## src/rtl/xxd_pkg.sv

```systemverilog
// Shared definitions for the xxd hex-dump parser family.
// Latency: n/a (types and constants only).
// Backpressure: n/a.
package xxd_pkg;

    // Parser line state: offset field, hex high/low nibble, discard-to-newline
    typedef enum logic [1:0] {
        S_OFS    = 2'd0,
        S_HEX_HI = 2'd1,
        S_HEX_LO = 2'd2,
        S_SKIP   = 2'd3
    } state_t;

    localparam logic [7:0] CH_LF    = 8'h0A;
    localparam logic [7:0] CH_CR    = 8'h0D;
    localparam logic [7:0] CH_SP    = 8'h20;
    localparam logic [7:0] CH_COLON = 8'h3A;

endpackage

```

## src/rtl/hex_nibble_decode.sv

```systemverilog
// ASCII hex digit classifier/decoder ('0'-'9', 'a'-'f', 'A'-'F').
// Latency: combinational.
// Backpressure: none, pure function of the input character.
module hex_nibble_decode (
    input  logic [7:0] i_char,
    output logic       o_is_hex,
    output logic [3:0] o_nib
);

    // Digits map straight from the low nibble; letters a-f / A-F have low
    // nibble 1..6, so adding 9 yields 10..15.
    always_comb begin
        o_is_hex = 1'b0;
        o_nib    = 4'd0;
        if (i_char >= 8'h30 && i_char <= 8'h39) begin
            o_is_hex = 1'b1;
            o_nib    = i_char[3:0];
        end else if ((i_char >= 8'h41 && i_char <= 8'h46) ||
                     (i_char >= 8'h61 && i_char <= 8'h66)) begin
            o_is_hex = 1'b1;
            o_nib    = i_char[3:0] + 4'd9;
        end
    end

endmodule

```

## src/rtl/xxd_reverse.sv

```systemverilog
// Streaming xxd text parser: one char per cycle in, address-tagged bytes out.
// Latency: a byte appears 1 cycle after its low nibble is accepted.
// Backpressure: in_ready = !out_valid || out_ready; input stalls while a byte is held.
module xxd_reverse
    import xxd_pkg::*;
#(
    parameter int ADDR_W         = 32,
    parameter int OFS_DIGITS_MAX = 8
) (
    input  logic              clk,
    input  logic              rst,
    input  logic              in_valid,
    input  logic [7:0]        in_char,
    output logic              in_ready,
    output logic              out_valid,
    output logic [7:0]        out_data,
    output logic [ADDR_W-1:0] out_addr,
    input  logic              out_ready,
    output logic              line_done,
    output logic              err
);

    localparam int             CNT_W   = $clog2(OFS_DIGITS_MAX + 1);
    localparam logic [CNT_W-1:0] CNT_MAX = CNT_W'(OFS_DIGITS_MAX);

    state_t              r_state;
    state_t              w_state_nxt;
    logic [ADDR_W-1:0]   r_acc;
    logic [CNT_W-1:0]    r_cnt;
    logic [1:0]          r_spc;
    logic [3:0]          r_hi;
    logic [ADDR_W-1:0]   r_line_addr;
    logic                r_out_valid;
    logic [7:0]          r_out_data;
    logic [ADDR_W-1:0]   r_out_addr;
    logic                r_line_done;
    logic                r_err;

    logic                w_accept;
    logic                w_is_hex;
    logic [3:0]          w_nib;
    logic                w_is_lf;
    logic                w_is_cr;
    logic                w_is_sp;
    logic                w_is_colon;
    logic                w_cnt_full;
    logic                w_emit;
    logic                w_err;
    logic                w_ld;

    hex_nibble_decode u_dec (
        .i_char   (in_char),
        .o_is_hex (w_is_hex),
        .o_nib    (w_nib)
    );

    assign in_ready   = !r_out_valid || out_ready;
    assign w_accept   = in_valid && in_ready;
    assign w_is_lf    = (in_char == CH_LF);
    assign w_is_cr    = (in_char == CH_CR);
    assign w_is_sp    = (in_char == CH_SP);
    assign w_is_colon = (in_char == CH_COLON);
    assign w_cnt_full = (r_cnt == CNT_MAX);

    assign out_valid  = r_out_valid;
    assign out_data   = r_out_data;
    assign out_addr   = r_out_addr;
    assign line_done  = r_line_done;
    assign err        = r_err;

    // State register
    always_ff @(posedge clk) begin
        if (rst) r_state <= S_OFS;
        else     r_state <= w_state_nxt;
    end

    // Next-state: newline always resyncs to the offset field, CR is transparent
    always_comb begin
        w_state_nxt = r_state;
        if (w_accept) begin
            if (w_is_lf) begin
                w_state_nxt = S_OFS;
            end else if (!w_is_cr) begin
                case (r_state)
                    S_OFS: begin
                        if (w_is_hex)
                            w_state_nxt = w_cnt_full ? S_SKIP : S_OFS;
                        else if (w_is_colon && r_cnt != '0)
                            w_state_nxt = S_HEX_HI;
                        else
                            w_state_nxt = S_SKIP;
                    end
                    S_HEX_HI: begin
                        if (w_is_hex)
                            w_state_nxt = S_HEX_LO;
                        else if (w_is_sp)
                            w_state_nxt = (r_spc != 2'd0) ? S_SKIP : S_HEX_HI;
                        else
                            w_state_nxt = S_SKIP;
                    end
                    S_HEX_LO: w_state_nxt = w_is_hex ? S_HEX_HI : S_SKIP;
                    default:  w_state_nxt = S_SKIP;
                endcase
            end
        end
    end

    // Per-character outputs: byte emit, format error, end-of-line
    always_comb begin
        w_emit = 1'b0;
        w_err  = 1'b0;
        w_ld   = w_accept && w_is_lf;
        if (w_accept) begin
            if (w_is_lf) begin
                w_err = (r_state == S_HEX_LO);
            end else if (!w_is_cr) begin
                case (r_state)
                    S_OFS: begin
                        if (w_is_hex)
                            w_err = w_cnt_full;
                        else
                            w_err = !(w_is_colon && r_cnt != '0);
                    end
                    S_HEX_HI: w_err = !w_is_hex && !w_is_sp;
                    S_HEX_LO: begin
                        w_emit = w_is_hex;
                        w_err  = !w_is_hex;
                    end
                    default: ;
                endcase
            end
        end
    end

    // Datapath: offset accumulation, nibble latch, output byte register, pulses
    always_ff @(posedge clk) begin
        if (rst) begin
            r_acc       <= '0;
            r_cnt       <= '0;
            r_spc       <= 2'd0;
            r_hi        <= 4'd0;
            r_line_addr <= '0;
            r_out_valid <= 1'b0;
            r_out_data  <= 8'd0;
            r_out_addr  <= '0;
            r_line_done <= 1'b0;
            r_err       <= 1'b0;
        end else begin
            r_line_done <= w_ld;
            r_err       <= w_err;

            if (w_emit) begin
                r_out_valid <= 1'b1;
                r_out_data  <= {r_hi, w_nib};
                r_out_addr  <= r_line_addr;
                r_line_addr <= r_line_addr + 1'b1;
            end else if (out_ready) begin
                r_out_valid <= 1'b0;
            end

            if (w_accept) begin
                if (w_is_lf) begin
                    r_acc <= '0;
                    r_cnt <= '0;
                    r_spc <= 2'd0;
                end else if (!w_is_cr) begin
                    case (r_state)
                        S_OFS: begin
                            if (w_is_hex && !w_cnt_full) begin
                                r_acc <= {r_acc[ADDR_W-5:0], w_nib};
                                r_cnt <= r_cnt + 1'b1;
                            end else if (w_is_colon && r_cnt != '0) begin
                                r_line_addr <= r_acc;
                                r_spc       <= 2'd0;
                            end
                        end
                        S_HEX_HI: begin
                            if (w_is_hex) begin
                                r_hi  <= w_nib;
                                r_spc <= 2'd0;
                            end else if (w_is_sp) begin
                                r_spc <= r_spc + 2'd1;
                            end
                        end
                        default: ;
                    endcase
                end
            end
        end
    end

endmodule

```

## config.mk

```make
export PLATFORM = sky130hd
export DESIGN_NAME = xxd_reverse
export DESIGN_NICKNAME = d
export VERILOG_FILES = /design/src/rtl/xxd_pkg.sv /design/src/rtl/hex_nibble_decode.sv /design/src/rtl/xxd_reverse.sv
export SDC_FILE = /design/constraint.sdc
export NUM_CORES = 1
export LEC_CHECK = 0
export CORE_AREA = 2 2 107 109
export CTS_BUF_LIST = sky130_fd_sc_hd__clkbuf_2 sky130_fd_sc_hd__clkbuf_4 sky130_fd_sc_hd__clkbuf_8
export CTS_CLUSTER_DIAMETER = 100
export CTS_CLUSTER_SIZE = 28
export DETAILED_ROUTE_END_ITERATION = 12
export DIE_AREA = 0 0 109 111
export PLACE_DENSITY = 0.7
export SLEW_MARGIN = 20
export SYNTH_ARGS = -nofsm -noshare
export SYNTH_HDL_FRONTEND = slang
export SYNTH_HIERARCHICAL = 1
export SYNTH_SLANG_ARGS = --single-unit
export TNS_END_PERCENT = 50
```

## constraint.sdc

```tcl
create_clock -name clk -period 5.8 [get_ports clk]
set_input_delay 1.74 -clock clk [delete_from_list [all_inputs] [get_ports clk]]
set_output_delay 1.74 -clock clk [all_outputs]
set_load 0.02 [all_outputs]
```

==> metrics <==
Final period util=0.8265; fin crit period=4794 ps; Seq/Total Area, Yosys=0.4486; critical-path maximum fanout=4; Critical Path Start=out_ready; worst-margin pin slew=914.0 ps; Fin Clk Skew=9.306 ps; top sig layer=met4; final wirelength=12.08 mm; R2R Path Start=out_valid; final net count=658; share of cells above drive strength 1=0.1060; Cell Area, Synth=5310 µm²; remaining routing DRC violations=0; final setup fails=0; synth-to-layout area growth=19.77%; Worst path max stage delay=550 ps; routability cong.=0.8773; Yosys Warn Count=6; clk buf depth=2; wire length of the first global-routing pass=20.28 mm; setup TNS=0 ps; Rows=39; initial antenna violation count=0; met3 WL=601 µm; dpl ws=914.4 ps; port bufs=55; CP startpoint kind=input port; Mean Syn Cell Area=8.925 µm²; Worst path most repeated cell=clkdlybuf4s50_1; vias in the first global route=4146; Post-Syn Instances=595; multiplexer area fraction after synthesis=0.01131; crit-path cells=clkdlybuf4s50_1 -> nor2b_2 -> inv_1 -> clkdlybuf4s50_1; clk sinks=119; Resized cells post-CTS=0; fillers=1002; Compound-Gate Fraction of Synth Area=0.1767; status=finished clean; Worst-path clk slew=60 ps; maxcap violations=0; Synth Register Bits=119; Post-CTS Setup Bufs=0; CTS Buf Count=17; async set or reset register ratio after synthesis=0; ANT cells=0; number of flops mapped to enable cells by yosys=0; DRT met1 WL=5.969 mm; Peak Freq=208.6 MHz; hold_ws=454.6 ps; DRT iter0 DRCs=397; Worst VDD drop=0.1324 mV; most common cell after layout, fill and taps aside=dfxtp_1; largest family of logic cells by synthesized area=simple AND/OR/NAND/NOR gates; Arr. time, crit path=3050 ps; slowest stage cell, crit path=clkdlybuf4s50_1; Post-DRT Antenna Nets=0; Netlist cell types=68; WL/cell=15.21 µm; via count=4410; Simple-Gate Fraction of Synth Area=0.2521; I/O pins=56; CTS tree=built; syn_nets=614; Core Area=11080 µm²; grt ovf=0; htree depth=4; max-slew violations=0; CTS root buf=clkbuf_8; post-DR vias/cell=5.554; Die Footprint=12100 µm²; largest net degree at the start of global routing=87; DP HPWL=8.151 mm; hold_buf cts=0; Total Power=1.767 mW; Setup WS post-layout=1006 ps; Initial Utilization=0.4794; worst endpoint required time=4060 ps; RSZ-0062 raised after global routing=no; commonest cells after routing, fill and taps aside=dfxtp_1, nand2_1, clkdlybuf4s50_1; Hold Fails Final Rpt=0; Clock Latency Late Sink=440 ps; crit path kind=input port to primary output; PwrDens=277.8 nW/µm²; die height=111 µm; drt first pass iters=5; Rel. slew slack=0.3906; crit end category=primary output; Leak=2.281 nW; Synth Area in Adders=0.01649; DIE WIDTH=109 µm; Synth Flop Type=dfxtp_1; synthesized-area fraction occupied by xor and xnor cells=0.04948; Hold Path Origin=out_addr[15]; GRT Overall Usage=0.2110; Hold Path Class=register to register; post-layout util=0.5742; DR WL met2=5.374 mm
==> critical path, delay by kind of cell <==
family | cells | cell delay (ps)
buffers and inverters | 3 | 1080
AND/OR/NAND/NOR | 1 | 230
==> metal layers <==
layer | vias to the layer above | track usage
li1 | 2187 | -
met1 | 2095 | 0.3140
met2 | 116 | 0.2957
met3 | 12 | 0.05232
met4 | 0 | 0.07094
met5 | - | 0
==> where the power goes <==
group          total [mW]  switching (mW)  internal (mW)  leakage (nW)
sequential          0.823         0.00341          0.819         0.959
clock               0.884           0.321          0.564         0.239
combinational      0.0600          0.0387         0.0212          1.08
==> cells in the mapped netlist, types with 3 or more instances <==
cell / instances / area share
a211oi_1: 24 / 0.034
a211oi_2: 3 / 0.0071
a21oi_1: 52 / 0.049
a22o_1: 33 / 0.054
and3_1: 5 / 0.0059
buf_2: 11 / 0.010
buf_4: 3 / 0.0042
clkbuf_1: 17 / 0.012
dfxtp_1: 119 / 0.45
ha_1: 7 / 0.016
inv_1: 15 / 0.011
mux2i_1: 6 / 0.011
nand2_1: 101 / 0.071
nand2b_1: 3 / 0.0035
nand3_1: 12 / 0.011
nand4_1: 13 / 0.015
nor2_1: 53 / 0.037
nor3_1: 21 / 0.020
nor3b_1: 4 / 0.0057
nor4_4: 3 / 0.012
o21ai_0: 4 / 0.0038
xnor2_1: 23 / 0.038
xor2_1: 7 / 0.012
==> area by class of cell <==
| class | instances | area [µm²] | area share |
|---|---|---|---|
| tap | 143 | 178.9 | 0.02813 |
| timing repair buffer | 60 | 583.1 | 0.09168 |
| clock buffer | 23 | 304.0 | 0.04781 |
| inverter | 15 | 56.30 | 0.008853 |
| sequential | 119 | 2382 | 0.3746 |
| clock inverter | 8 | 167.7 | 0.02636 |
| multi-input combinational | 426 | 2688 | 0.4226 |
==> sequential cells by signal, summed over array words and instances, names as in the netlist <==
register	count
r_hi	4
line_done	1
r_cnt	4
out_addr	32
r_acc	32
out_valid	1
r_line_addr	32
r_state	2
r_spc	2
err	1
out_data	8
==> worst paths after layout <==
check / to / slack [ps] / depth (start not counted)
setup / recovery: in_ready / 1010 / 4
hold / removal: out_addr[15] / 450 / 2
setup reg to reg: r_line_addr[15] / 3130 / 8
hold reg to reg: out_addr[15] / 450 / 2
==> cells by family (layout without fill, tap and decap cells) <==
| kind of cell | count (synthesis) | in the layout |
|---|---|---|
| flops | 119 | 119 |
| mux | 6 | 6 |
| fa+ha+maj | 7 | 7 |
| xor+xnor | 30 | 30 |
| buf+inv | 50 | 106 |
| simple gates | 250 | 250 |
| compound gates | 133 | 133 |
==> stage by stage <==
step | area [µm²] | std cells
final | 6360 | 794
after floorplan | 5310 | 595
after CTS | 6360 | 794
after global routing | 6360 | 794
after detailed placement | 5888 | 763
after global placement | 5888 | 763
Power figures use the tool's default switching activity.
